--- config.mk ---
export PLATFORM = sky130hd
export DESIGN_NAME = rs232_ser
export DESIGN_NICKNAME = d
export VERILOG_FILES = /design/src/rtl/rs232_ser_pkg.sv /design/src/rtl/rs232_baud_gen.sv /design/src/rtl/rs232_ser.sv
export SDC_FILE = /design/constraint.sdc
export NUM_CORES = 1
export LEC_CHECK = 0
export ABC_AREA = 1
export CAP_MARGIN = 20
export CORE_MARGIN = 2
export CORE_UTILIZATION = 50
export CTS_BUF_LIST = sky130_fd_sc_hd__clkbuf_8
export CTS_CLUSTER_DIAMETER = 100
export DETAILED_ROUTE_END_ITERATION = 7
export HOLD_SLACK_MARGIN = 0.1
export PLACE_DENSITY = 0.71
export SYNTH_ARGS = -nofsm -noshare
export SYNTH_HDL_FRONTEND = slang
export SYNTH_HIERARCHICAL = 1
export SYNTH_SLANG_ARGS = --single-unit
--- constraint.sdc ---
create_clock -name clk -period 2.5 [get_ports clk]
set_input_delay 0.5 -clock clk [delete_from_list [all_inputs] [get_ports clk]]
set_output_delay 0.5 -clock clk [all_outputs]
set_load 0.01 [all_outputs]
--- src/rtl/rs232_ser_pkg.sv ---
// Shared definitions for the RS232 serial blocks (rs232_ser, and the
// rs232_des receiver that pairs with it).
//   DATA_BITS     : payload bits per frame
//   DEF_CLK_FREQ  : default system clock in Hz
//   DEF_BAUD_RATE : default serial bit rate in bits/s
//   state_t       : frame state encoding shared by transmitter and receiver
//   calc_divisor  : clocks per bit, integer-truncated
package rs232_ser_pkg;

  localparam int DATA_BITS     = 8;
  localparam int DEF_CLK_FREQ  = 100000000;
  localparam int DEF_BAUD_RATE = 9600;

  typedef enum logic [1:0] {
    IDLE  = 2'd0,
    START = 2'd1,
    DATA  = 2'd2,
    STOP  = 2'd3
  } state_t;

  // Truncation error is tolerated; there is no fractional accumulation.
  function automatic int calc_divisor(input int clk_freq, input int baud_rate);
    return clk_freq / baud_rate;
  endfunction

endpackage

--- src/rtl/rs232_baud_gen.sv ---
// Bit-period timer for the RS232 blocks.
// Counts 0..DIVISOR-1 and wraps; tick marks the last clock of each bit.
// While clr is high the count is held at 0, so the first bit after clr
// drops lasts exactly DIVISOR clocks.
//   clk   : system clock, rising edge
//   rst_n : asynchronous active-low reset
//   clr   : hold counter at zero (no tick while high)
//   tick  : high during the final clock of a bit period
module rs232_baud_gen #(
  parameter int DIVISOR = 10416
) (
  input  logic clk,
  input  logic rst_n,
  input  logic clr,
  output logic tick
);

  localparam int              CNT_W = (DIVISOR > 2) ? $clog2(DIVISOR) : 1;
  localparam logic [CNT_W-1:0] LAST = CNT_W'(DIVISOR - 1);

  logic [CNT_W-1:0] cnt;

  always_ff @(posedge clk or negedge rst_n) begin
    if (!rst_n) begin
      cnt <= '0;
    end else if (clr || (cnt == LAST)) begin
      cnt <= '0;
    end else begin
      cnt <= cnt + CNT_W'(1);
    end
  end

  assign tick = !clr && (cnt == LAST);

endmodule

--- src/rtl/rs232_ser.sv ---
// RS232 transmitter, 8 data bits, no parity, 1 or 2 stop bits.
// Accepts a byte over a level-request / pulse-acknowledge handshake and
// shifts it out LSB first at BAUD_RATE.
//   clk     : system clock, rising edge
//   rst_n   : asynchronous active-low reset
//   tx_data : byte to send, valid while tx_req is high
//   tx_req  : producer has a byte available
//   tx_ack  : one-cycle pulse, tx_data is captured at this clock edge
//   tx      : registered serial line, idles high
//   busy    : a frame is in progress
module rs232_ser
  import rs232_ser_pkg::*;
#(
  parameter int CLK_FREQ  = DEF_CLK_FREQ,
  parameter int BAUD_RATE = DEF_BAUD_RATE,
  parameter int STOP_BITS = 1
) (
  input  logic       clk,
  input  logic       rst_n,
  input  logic [7:0] tx_data,
  input  logic       tx_req,
  output logic       tx_ack,
  output logic       tx,
  output logic       busy
);

  localparam int         DIVISOR   = calc_divisor(CLK_FREQ, BAUD_RATE);
  localparam logic [2:0] LAST_DATA = 3'(DATA_BITS - 1);
  localparam logic [2:0] LAST_STOP = 3'(STOP_BITS - 1);

  state_t     state, state_nxt;
  logic [7:0] shift_reg, shift_nxt;
  logic [2:0] bit_idx, bit_idx_nxt;
  logic       tx_nxt;
  logic       tick;
  logic       clr;

  // Holding the timer cleared in IDLE aligns every bit period to the
  // accept edge, so START lasts exactly DIVISOR clocks.
  assign clr = (state == IDLE);

  rs232_baud_gen #(
    .DIVISOR (DIVISOR)
  ) u_baud (
    .clk   (clk),
    .rst_n (rst_n),
    .clr   (clr),
    .tick  (tick)
  );

  always_ff @(posedge clk or negedge rst_n) begin
    if (!rst_n) begin
      state     <= IDLE;
      shift_reg <= '0;
      bit_idx   <= '0;
      tx        <= 1'b1;
    end else begin
      state     <= state_nxt;
      shift_reg <= shift_nxt;
      bit_idx   <= bit_idx_nxt;
      tx        <= tx_nxt;
    end
  end

  always_comb begin
    state_nxt   = state;
    shift_nxt   = shift_reg;
    bit_idx_nxt = bit_idx;
    tx_ack      = 1'b0;
    tx_nxt      = 1'b1;

    case (state)
      IDLE: begin
        // rst_n gating keeps the acknowledge quiet while the registers
        // cannot actually capture the byte.
        if (tx_req && rst_n) begin
          tx_ack      = 1'b1;
          shift_nxt   = tx_data;
          bit_idx_nxt = '0;
          state_nxt   = START;
        end
      end
      START: begin
        if (tick) begin
          bit_idx_nxt = '0;
          state_nxt   = DATA;
        end
      end
      DATA: begin
        if (tick) begin
          shift_nxt = {1'b0, shift_reg[7:1]};
          if (bit_idx == LAST_DATA) begin
            bit_idx_nxt = '0;
            state_nxt   = STOP;
          end else begin
            bit_idx_nxt = bit_idx + 3'd1;
          end
        end
      end
      STOP: begin
        // bit_idx is reused to count stop-bit periods.
        if (tick) begin
          if (bit_idx == LAST_STOP) begin
            bit_idx_nxt = '0;
            state_nxt   = IDLE;
          end else begin
            bit_idx_nxt = bit_idx + 3'd1;
          end
        end
      end
      default: state_nxt = IDLE;
    endcase

    // The line is registered from the next state so it changes on the
    // same edge as the state, giving tx low on the first clock after accept.
    case (state_nxt)
      START:   tx_nxt = 1'b0;
      DATA:    tx_nxt = shift_nxt[0];
      default: tx_nxt = 1'b1;
    endcase
  end

  assign busy = (state != IDLE);

endmodule

Word-level counts from Yosys, hierarchy flattened
Index checks and enable logic that the tools add are counted.
Widths: inputs -> output; s select.
- reductions and logical operators: 10
- eq/ne operators: 11
- add/subtract/negate cells: 2
- multiplexer cells: 21
- operators with widths (operator ; number):
    $mux 3 ; 6
    $mux 8 ; 2
    $pmux 8 s2 ; 1
    $add 14x1->14 const B ; 1
    $eq 14x14->1 const B ; 1
    $mux 14 ; 1
    $mux 2 ; 6
    $pmux 3 s4 ; 1
    $ne 2x2->1 const B ; 4
    $pmux 2 s4 ; 1
    $eq 2x2->1 const B ; 3
    $eq 2x1->1 const B ; 2
    $reduce_and 4->1 ; 1
    $reduce_bool 2->1 ; 2
    $add 3x1->3 const B ; 1
    $eq 3x3->1 const B ; 1
    $logic_not 3->1 ; 1
    $reduce_and 3->1 ; 1
    $logic_and 1x1->1 ; 2
    $logic_not 2->1 ; 1
    $mux 1 ; 2
    $pmux 1 s2 ; 1
    $logic_not 1->1 ; 1
    $logic_or 1x1->1 ; 1
- bits of input ports: 11
- register bits after elaboration: 28
- logic and storage cells: 50

Longest topological paths before layout
Gate-level depths: netlist of the first run.
- depth after elaboration: 7
- depth in mapped cells: 12
- mapped depth without buffers: 11

Cells and area by module
Netlist of the first run, hierarchy kept.
- modules (own cells, without submodules) (module ; instances ; cells each ; area each (um^2) ; seq. area each (um^2)):
    rs232_baud_gen ; 1 ; 110 ; 822.0 ; 350.3
    rs232_ser ; 1 ; 89 ; 775.7 ; 351.6

Least setup slack after synthesis of the first run
Ideal clock, no wire load.
- path type: reg2reg
- start point: register u_baud.cnt[0]
- end point: register shift_reg[2]
- library setup time: 130 ps
- data arrival time: 1617 ps
- stages on the path, launching flop included: 12
- path buffers: 1
- setup slack: 752 ps
- clock period less this slack: 1748 ps
- cell sequence: dfrtp_1 ha_1 nand2_2 nor2_4 nand3_1 nor3_1 buf_2 nand3_4 nand2_4 inv_2 nand2_1 o211ai_1
- word-level cells in the longest chain between the ends: 4
- RTL lines (what ; RTL line ; RTL):
    from (decl) ; rs232_baud_gen.sv:21 ; logic [CNT_W-1:0] cnt;
    from (signal assigned) ; rs232_baud_gen.sv:29 ; cnt <= cnt + CNT_W'(1);
    $eq 14x14->1 ; rs232_baud_gen.sv:33 ; assign tick = !clr && (cnt == LAST);
    $logic_and 1x1->1 ; rs232_baud_gen.sv:33 ;
    net tick ; rs232_ser.sv:35 ; logic tick;
    $ne 2x2->1 (no source line) ; - ;
    $reduce_and 3->1 (no source line) ; - ;
    to (signal assigned) ; rs232_ser.sv:59 ; shift_reg <= shift_nxt;
    to (decl) ; rs232_ser.sv:32 ; logic [7:0] shift_reg, shift_nxt;
The timed path passes the listed nets, and every way through them passes these cells.
A chain may end at the register's enable or synchronous reset.

Worst setup path after layout of the first run
- start point: input rst_n
- end point: output tx_ack
- word-level cells in the longest chain between the ends: 3
- RTL lines (what ; RTL line ; RTL):
    from (decl) ; rs232_ser.sv:19 ; input logic rst_n,
    $logic_and 1x1->1 ; rs232_ser.sv:76 ; if (tx_req && rst_n) begin
    $mux 1 ; rs232_ser.sv:76 ;
    $mux 1 ; rs232_ser.sv:72 ; case (state)
    to (decl) ; rs232_ser.sv:22 ; output logic tx_ack,
Every way passes these cells.

==> results of run 1 <==
==> area by class of cell <==
type                    instances  area [µm²]
clock buffers                   3       41.29
clock inverters                 1       30.03
fillers                       276        1204
inverters                      29       111.4
multi-input cells             139       757.0
flip-flops and latches         28       701.9
well taps                      44       55.05
repair buffers                 16       152.6
==> kinds of logic after synthesis <==
| group | count (synthesis) | synth area share (%) |
|---|---|---|
| buffers and inverters | 32 | 8.692 |
| AO/OA/AOI/OAI | 12 | 5.795 |
| XOR/XNOR | 7 | 3.837 |
| adder cells (fa/ha/maj) | 5 | 3.915 |
| flip-flops | 28 | 43.93 |
| AND/OR/NAND/NOR | 115 | 33.83 |
==> critical path, stage by stage <==
cell             delay [ps]
clkdlybuf4s50_1         520
nand2_1                  90
inv_1                   110
nand2_4                  70
inv_4                    80
clkdlybuf4s50_1         530
==> worst max-delay path by stage <==
stage	slack (ps)	to	from	cells after the start
floorplan	750	shift_reg[2]	u_baud/cnt[0]	11
global placement	90	tx_ack	rst_n	6
detailed placement	90	tx_ack	rst_n	6
CTS	80	tx_ack	rst_n	6
global route	20	tx_ack	rst_n	6
finish	90	tx_ack	rst_n	6
==> synth_stat cells <==
| cell type | instances | share of area (%) |
|---|---|---|
| a21oi_1 | 1 | 0.31 |
| a31oi_1 | 1 | 0.39 |
| buf_2 | 1 | 0.31 |
| buf_6 | 2 | 1.4 |
| dfrtp_1 | 27 | 42 |
| dfstp_2 | 1 | 1.6 |
| ha_1 | 5 | 3.9 |
| inv_1 | 24 | 5.6 |
| inv_2 | 4 | 0.94 |
| inv_4 | 1 | 0.39 |
| nand2_1 | 46 | 11 |
| nand2_2 | 2 | 0.78 |
| nand2_4 | 3 | 2.1 |
| nand3_1 | 17 | 5.3 |
| nand3_2 | 1 | 0.63 |
| nand3_4 | 1 | 1.1 |
| nand4_1 | 9 | 3.5 |
| nor2_1 | 32 | 7.5 |
| nor2_4 | 2 | 1.4 |
| nor3_1 | 2 | 0.63 |
| o211ai_1 | 1 | 0.47 |
| o21ai_1 | 4 | 1.3 |
| o21bai_4 | 1 | 1.2 |
| o221ai_1 | 4 | 2.2 |
| xnor2_1 | 2 | 1.1 |
| xor2_1 | 5 | 2.7 |
==> through the flow <==
step / setup slack, ps / utilization, % / instance area, µm²
final: 87.96 / 60.57 / 1849
after detailed placement: 87.61 / 58.24 / 1778
after floorplan: 752.5 / - / 1598
after global placement: 91.51 / 58.24 / 1778
after CTS: 76.16 / 60.57 / 1849
after global routing: 19.76 / 60.57 / 1849
==> metal layers <==
layer / wire, µm / GRT usage, % / part of all wire [%] / up-vias
met2: 1419 / 31.37 / 49 / 22
met5: 0 / 0 / 0 / -
met1: 1346 / 24.76 / 47 / 617
li1: - / - / - / 669
met3: 94 / 2.559 / 3.3 / 2
met4: 15 / 6.522 / 0.52 / 0
==> report_power, final <==
| part | leakage (µW) | internal (µW) | switching, µW |
|---|---|---|---|
| Combinational | 0.000460 | 107 | 135 |
| Sequential | 0.000352 | 532 | 69.5 |
| Clock | 0.0000357 | 214 | 137 |
==> out/results.tsv, run 1 <==
metric	value	unit
yosys warns	6	
vias in the first global route	1258	
CTS Hold Bufs	0	
die area	3664	µm²
fin crit period	2412	ps
hpwl dp	2291	µm
n_diodes	0	
GR Overflow Total	0	
CTS tree	done	
die width	60.53	µm
Global Route Usage Sum	18.64	%
first-pass GRT wire length	5175	µm
placed cells	256	
CP required	2000	ps
Avg Inst Size Synth	8.029	µm²
via total after detailed routing	1310	
clock-pin transition on the worst setup and hold timing paths	90	ps
share of cells above drive strength 1	10.65	%
total clock sinks	28	
max reg flops	14	
antenna-violating nets left	0	
initial antenna violation count	0	
Pre-antenna DRT Iters	4	
Finished Layout Cells	260	
IR drop worst, VDD	398.6	µV
Worst Reg2Reg Path Length in Cells	11	
Die Y	60.53	µm
Clock Latency Late Sink	270	ps
Tightest Pin Transition	362.5	ps
Yosys cell types	26	
hold slack	510.7	ps
reg2reg start	u_baud/cnt[0]	
CTS H-tree lvls	1	
clock buffer depth	2	
Final #Nets	233	
# DRC	0	
largest net degree at the start of global routing	29	
Setup Viol. Count Final	0	
CP max FO	8	
CP endpoint kind	primary output	
power density cells	646.0	nW/µm²
RD Place Congestion	0.9002	
final WL	2875	µm
Hold Path Origin	shift_reg[1]	
Setup TNS Final	0	ps
syn_nets	215	
Layout area overhead	15.74	%
Rows	20	
commonest cells after routing, fill and taps aside	46 x nand2_1, 32 x nor2_1, 27 x dfrtp_1	
worst flop-to-flop path endpoint	shift_reg[2]	
type of origin of the critical path	input pin	
relative slew slack	75.83	%
RSZ-0062 raised after global routing	no	
Mapped Cells	199	
Fin. Hold Viols	0	
postcts setup bufs	0	
post-synthesis sequential area ratio	43.93	%
Critical Setup Path Class	input pin to primary output	
flops & latches, synth	28	
HP Class	flop to flop	
number of port buffers	13	
total CTS buffers	3	
total power	1195	µW
post_cts resized	0	
Routed WL per cell	11.06	µm
mapped cell area	1598	µm²
Pleak	0.0008481	µW
Initial Util	52.34	%
CORE AREA	3053	µm²
outcome	completed	
Max Fclk	414.6	MHz
commonest non-fill, non-tap cell in the layout	nand2_1	
Worst Path Arrival	1910	ps
hold path depth	2	
I/O pins	14	
Max Slew Vio Count	0	
Final Skew	2.984	ps
root buffer cell	clkbuf_8	
drt initial violations	62	
Worst Hold End	shift_reg[1]	
worst reg2reg setup slack	550	ps
max_cap viols	0	
via/cell ratio	5.038	
Final Cycle Share	96.48	%
(Power assumes the default switching activity.)
==> run 2: changes to the inputs <==
Settings changed: SETUP_SLACK_MARGIN set to 0.1.
==> run 2 against run 1 <==
Effect of this change:
- first-iteration DRC count is the same
- critical path depth is the same
- non-clock buffer count is the same
- sequential power is essentially flat
- sequential share of layout area is essentially flat
- routed wire length is the same
- final cell count is the same
- clock skew is the same
- highest routed layer unchanged
==> out/results.tsv, run 2 (synthesis results as in run 1) <==
metric	value	unit	change
outcome	completed		
CP peak stage delay	520	ps	about the same
CP delay by family, top	buffers and inverters		
IR drop worst, VDD	398.6	µV	unchanged
CTS H-tree lvls	1		unchanged
reg2reg start	u_baud/cnt[0]		
Pleak	0.0008530	µW	+0.57%
max_cap viols	0		unchanged
power density cells	646.4	nW/µm²	about the same
CP endpoint kind	primary output		
I/O pins	14		unchanged
Net Sw Power	341.5	µW	unchanged
Net Sw Frac	28.59	%	unchanged
Critical Setup Path Class	input pin to primary output		
share of cells above drive strength 1	10.65	%	unchanged
Worst Path Buf+Inv	4		unchanged
root buffer cell	clkbuf_8		
worst flop-to-flop path endpoint	shift_reg[2]		
die width	60.53	µm	unchanged
via/cell ratio	5.038		unchanged
Int Pwr	853.1	µW	unchanged
total clock sinks	28		unchanged
max reg flops	14		unchanged
Multi-input gate area	757.0	µm²	unchanged
hpwl dp	2291	µm	unchanged
n_diodes	0		unchanged
Clock Latency Late Sink	270	ps	about the same
commonest cells after routing, fill and taps aside	46 x nand2_1, 32 x nor2_1, 27 x dfrtp_1		
# DRC	0		unchanged
hold path depth	2		unchanged
worst reg2reg setup slack	550	ps	about the same
crit-path cells	clkdlybuf4s50_1, nand2_1, inv_1, nand2_4, inv_4, dlygate4sd2_1		
Worst Reg2Reg Path Length in Cells	11		unchanged
GR Overflow Total	0		unchanged
Final Skew	2.984	ps	unchanged
largest net degree at the start of global routing	29		unchanged
Pre-antenna DRT Iters	4		unchanged
die area	3664	µm²	unchanged
# fillers	275		-0.36%
RSZ-0062 raised after global routing	no		
Layout area overhead	15.66	%	about the same
Routed WL per cell	11.06	µm	unchanged
Setup Viol. Count Final	0		unchanged
Initial Util	52.34	%	unchanged
Die Y	60.53	µm	unchanged
fin crit period	2144	ps	-268.1 ps
CP max FO	8		unchanged
Tightest Pin Transition	362.5	ps	unchanged
clock buffer depth	2		unchanged
CTS tree	done		
Fin. Hold Viols	0		unchanged
Rows	20		unchanged
logic gate share of total power	20.2	%	about the same
drt initial violations	62		unchanged
slowest stage cell, crit path	clkdlybuf4s50_1		
Reg power frac	50.4	%	about the same
final instance area	1848	µm²	about the same
via total after detailed routing	1310		unchanged
Final Cycle Share	85.76	%	-11 points
RD Place Congestion	0.9002		unchanged
type of origin of the critical path	input pin		
number of port buffers	13		unchanged
CP required	2000	ps	about the same
Worst Hold End	shift_reg[1]		
Area after DPL	1778	µm²	unchanged
commonest non-fill, non-tap cell in the layout	nand2_1		
vias in the first global route	1258		unchanged
Worst Path Arrival	1640	ps	-270 ps
register area	701.9	µm²	unchanged
final WL	2875	µm	unchanged
clock-pin transition on the worst setup and hold timing paths	90	ps	about the same
initial antenna violation count	0		unchanged
antenna-violating nets left	0		unchanged
clock power share	29.4	%	about the same
CORE AREA	3053	µm²	unchanged
Max Fclk	466.4	MHz	+13%
Final #Nets	233		unchanged
Max Slew Vio Count	0		unchanged
first-pass GRT wire length	5175	µm	unchanged
HP Class	flop to flop		
total CTS buffers	3		unchanged
Setup TNS Final	0	ps	unchanged
Global Route Usage Sum	18.64	%	unchanged
relative slew slack	75.83	%	unchanged
Hold Path Origin	shift_reg[1]		
-- run 2: cell types whose count changed in the layout (fill, tap and decap cells not counted), sizes merged --
cell / change
clkdlybuf4s50: -1
dlygate4sd2: +1
-- run 2: how the worst max path moves through the flow --
stage | depth (start not counted) | from | to | slack [ps]
floorplan | 11 | u_baud/cnt[0] | shift_reg[2] | 750
global placement | 6 | rst_n | tx_ack | 90
detailed placement | 6 | rst_n | tx_ack | 90
CTS | 6 | rst_n | tx_ack | 340
global route | 11 | u_baud/cnt[0] | shift_reg[2] | 280
finish | 6 | rst_n | tx_ack | 360
-- run 2: per-layer routing --
metal  share of wire, %  track usage [%]  up-vias
met1                 47            24.76      617
li1                   -                -      669
met5                  0                0        -
met4               0.52            6.522        0
met3                3.2            2.559        2
met2                 49            31.37       22
-- run 2: repair_timing --
item / in CTS / in global routing
gates resized for setup: 1 / 0
setup endpoints to repair: 1 / 0
hold endpoints to repair: 0 / 0
setup buffers: 0 / 0
hold buffers: 0 / 0
-- run 2: worst min-delay path, cell delays in order, from the launching register on --
cell     delay [ps]
dfrtp_1         360
nand2_1          60
nand3_1          60
-- run 2: final cells by class --
type                    instances  share of cell area, %
multi-input cells             139                  40.96
flip-flops and latches         28                  37.98
inverters                      29                  6.026
repair buffers                 16                  8.192
well taps                      44                  2.979
clock buffers                   3                  2.234
clock inverters                 1                  1.625
-- run 2: power groups by stage --
stage,clock network (µW),registers [µW],logic (µW)
CTS,362,602,246
global route,386,618,282
floorplan,0,597,182
global placement,0,608,233
detailed placement,0,611,244
finish,351,602,241
-- run 2: through the flow --
step | hold WS [ps] | power, µW | cells | setup WS, ps | util [%]
2_1_floorplan | 204.4 | 779.1 | 199 | 752.5 | -
3_3_place_gp | 472.6 | 840.8 | 256 | 91.51 | 58.24
3_5_place_dp | 488.5 | 854.8 | 256 | 87.61 | 58.24
4_1_cts | 511.3 | 1209 | 260 | 344.7 | 60.53
5_1_grt | 535.5 | 1286 | 260 | 281.6 | 60.53
6_report | 510.7 | 1195 | 260 | 356.0 | 60.53
==> run 3: changes to the inputs <==
Settings changed: CAP_MARGIN 20 to not set, PLACE_DENSITY 0.71 to 0.72.
==> run 3 against run 2 <==
Effect of this change:
- final cell count stayed put
- register-to-register slack worse by 50 ps
- final area is 0.88% lower
- largest power group unchanged
- combinational power hardly changed
- utilization is 0.53 points lower
- setup slack better by 2.7 ps
==> out/results.tsv, run 3 (synthesis results as in run 1) <==
metric	value	unit	change
Clock Latency Late Sink	270	ps	about the same
vias in the first global route	1242		-1.3%
Pre-antenna DRT Iters	4		unchanged
drt initial violations	39		-37%
initial antenna violation count	0		unchanged
Die Y	60.53	µm	unchanged
Final Skew	2.810	ps	-0.1741 ps
first-pass GRT wire length	5112	µm	-1.2%
Setup Viol. Count Final	0		unchanged
relative slew slack	76.09	%	+0.26 points
Setup TNS Final	0	ps	unchanged
number of port buffers	13		unchanged
hpwl dp	2279	µm	-0.55%
CTS H-tree lvls	1		unchanged
via total after detailed routing	1312		+0.15%
total CTS buffers	3		unchanged
Worst Path Arrival	1640	ps	about the same
die width	60.53	µm	unchanged
# fillers	281		+2.2%
I/O pins	14		unchanged
total power	1121	µW	-6.2%
GR Overflow Total	0		unchanged
outcome	completed		
clock buffer depth	2		unchanged
type of origin of the critical path	input pin		
Global Route Usage Sum	18.46	%	-0.18 points
Layout area overhead	14.64	%	
largest net degree at the start of global routing	29		unchanged
commonest cells after routing, fill and taps aside	46 x nand2_1, 32 x nor2_1, 27 x dfrtp_1		
Final #Nets	233		unchanged
max_cap viols	0		unchanged
die area	3664	µm²	unchanged
postcts setup bufs	0		unchanged
RD Place Congestion	0.8807		-2.2%
RSZ-0062 raised after global routing	no		
CP required	2000	ps	about the same
antenna-violating nets left	0		unchanged
power density cells	611.7	nW/µm²	-5.4%
fin crit period	2141	ps	-2.678 ps
share of cells above drive strength 1	10.65	%	unchanged
Routed WL per cell	11.30	µm	+2.2%
CTS tree	done		
Critical Setup Path Class	input pin to primary output		
Fin. Hold Viols	0		unchanged
Final Cycle Share	85.65	%	-0.11 points
clock-pin transition on the worst setup and hold timing paths	90	ps	about the same
CP endpoint kind	primary output		
post_cts resized	1		unchanged
via/cell ratio	5.046		+0.15%
Initial Util	52.34	%	unchanged
CORE AREA	3053	µm²	unchanged
IR drop worst, VDD	299.6	µV	-25%
Pleak	0.0008460	µW	-0.81%
Max Fclk	467.0	MHz	+0.12%
register area	701.9	µm²	unchanged
Tightest Pin Transition	358.6	ps	-3.937 ps
commonest non-fill, non-tap cell in the layout	nand2_1		
Rows	20		unchanged
root buffer cell	clkbuf_8		
max reg flops	14		unchanged
Max Slew Vio Count	0		unchanged
total clock sinks	28		unchanged
n_diodes	0		unchanged
CP max FO	8		unchanged
Multi-input gate area	757.0	µm²	unchanged
CTS Hold Bufs	0		unchanged
final WL	2937	µm	+2.2%
# DRC	0		unchanged
HP Class	flop to flop		
==> run 3: cell types whose count changed in the layout (fill, tap and decap cells not counted) <==
cell | before | now
clkbuf_8 | 3 | 4
bufinv_16 | 1 | 0
==> run 3: stage by stage <==
stage	area, µm²	util (%)	worst slack [ps]	hold WS (ps)	std cells
global route	1832	60.00	284.6	525.4	260
floorplan	1598	-	752.5	204.4	199
CTS	1832	60.00	344.8	507.7	260
global placement	1778	58.24	91.03	474.5	256
detailed placement	1778	58.24	85.84	483.9	256
finish	1832	60.00	358.7	511.5	260
==> run 3: final cells by class <==
cell class / count / area share [%]
Timing Repair Buffer: 16 / 8.265
Multi-Input combinational cell: 139 / 41.33
Tap cell: 44 / 3.005
Clock buffer: 4 / 3.005
Sequential cell: 28 / 38.32
Inverter: 29 / 6.079
==> run 3: worst paths after layout <==
kind | endpoint | start | cells after the start | slack (ps)
max | tx_ack | rst_n | 6 | 360
min | shift_reg[1] | shift_reg[1] | 2 | 510
max reg2reg | shift_reg[2] | u_baud/cnt[0] | 11 | 500
min reg2reg | shift_reg[1] | shift_reg[1] | 2 | 510
max in group asynchronous | tx | rst_n | 2 | 1490
min in group asynchronous | u_baud/cnt[10] | rst_n | 2 | 700
==> run 3: metal layers <==
layer	vias to the layer above	global-route usage (%)	part of all wire [%]
met4	0	7.453	0.51
met1	621	24.39	47
met5	-	0	0
li1	664	-	-
met3	2	2.772	3.3
met2	25	30.59	49
==> run 3: worst max-delay path, stage by stage <==
cell             delay, ps
clkdlybuf4s50_1        530
nand2_1                 90
inv_1                  110
nand2_4                 70
inv_4                   80
dlygate4sd2_1          270
==> run 3: report_power, final <==
part | switching [µW] | leakage [µW] | internal (µW)
Combinational | 136 | 0.000465 | 107
Sequential | 70.2 | 0.000352 | 532
Clock | 134 | 0.0000288 | 141
Total | 341 | 0.000846 | 780
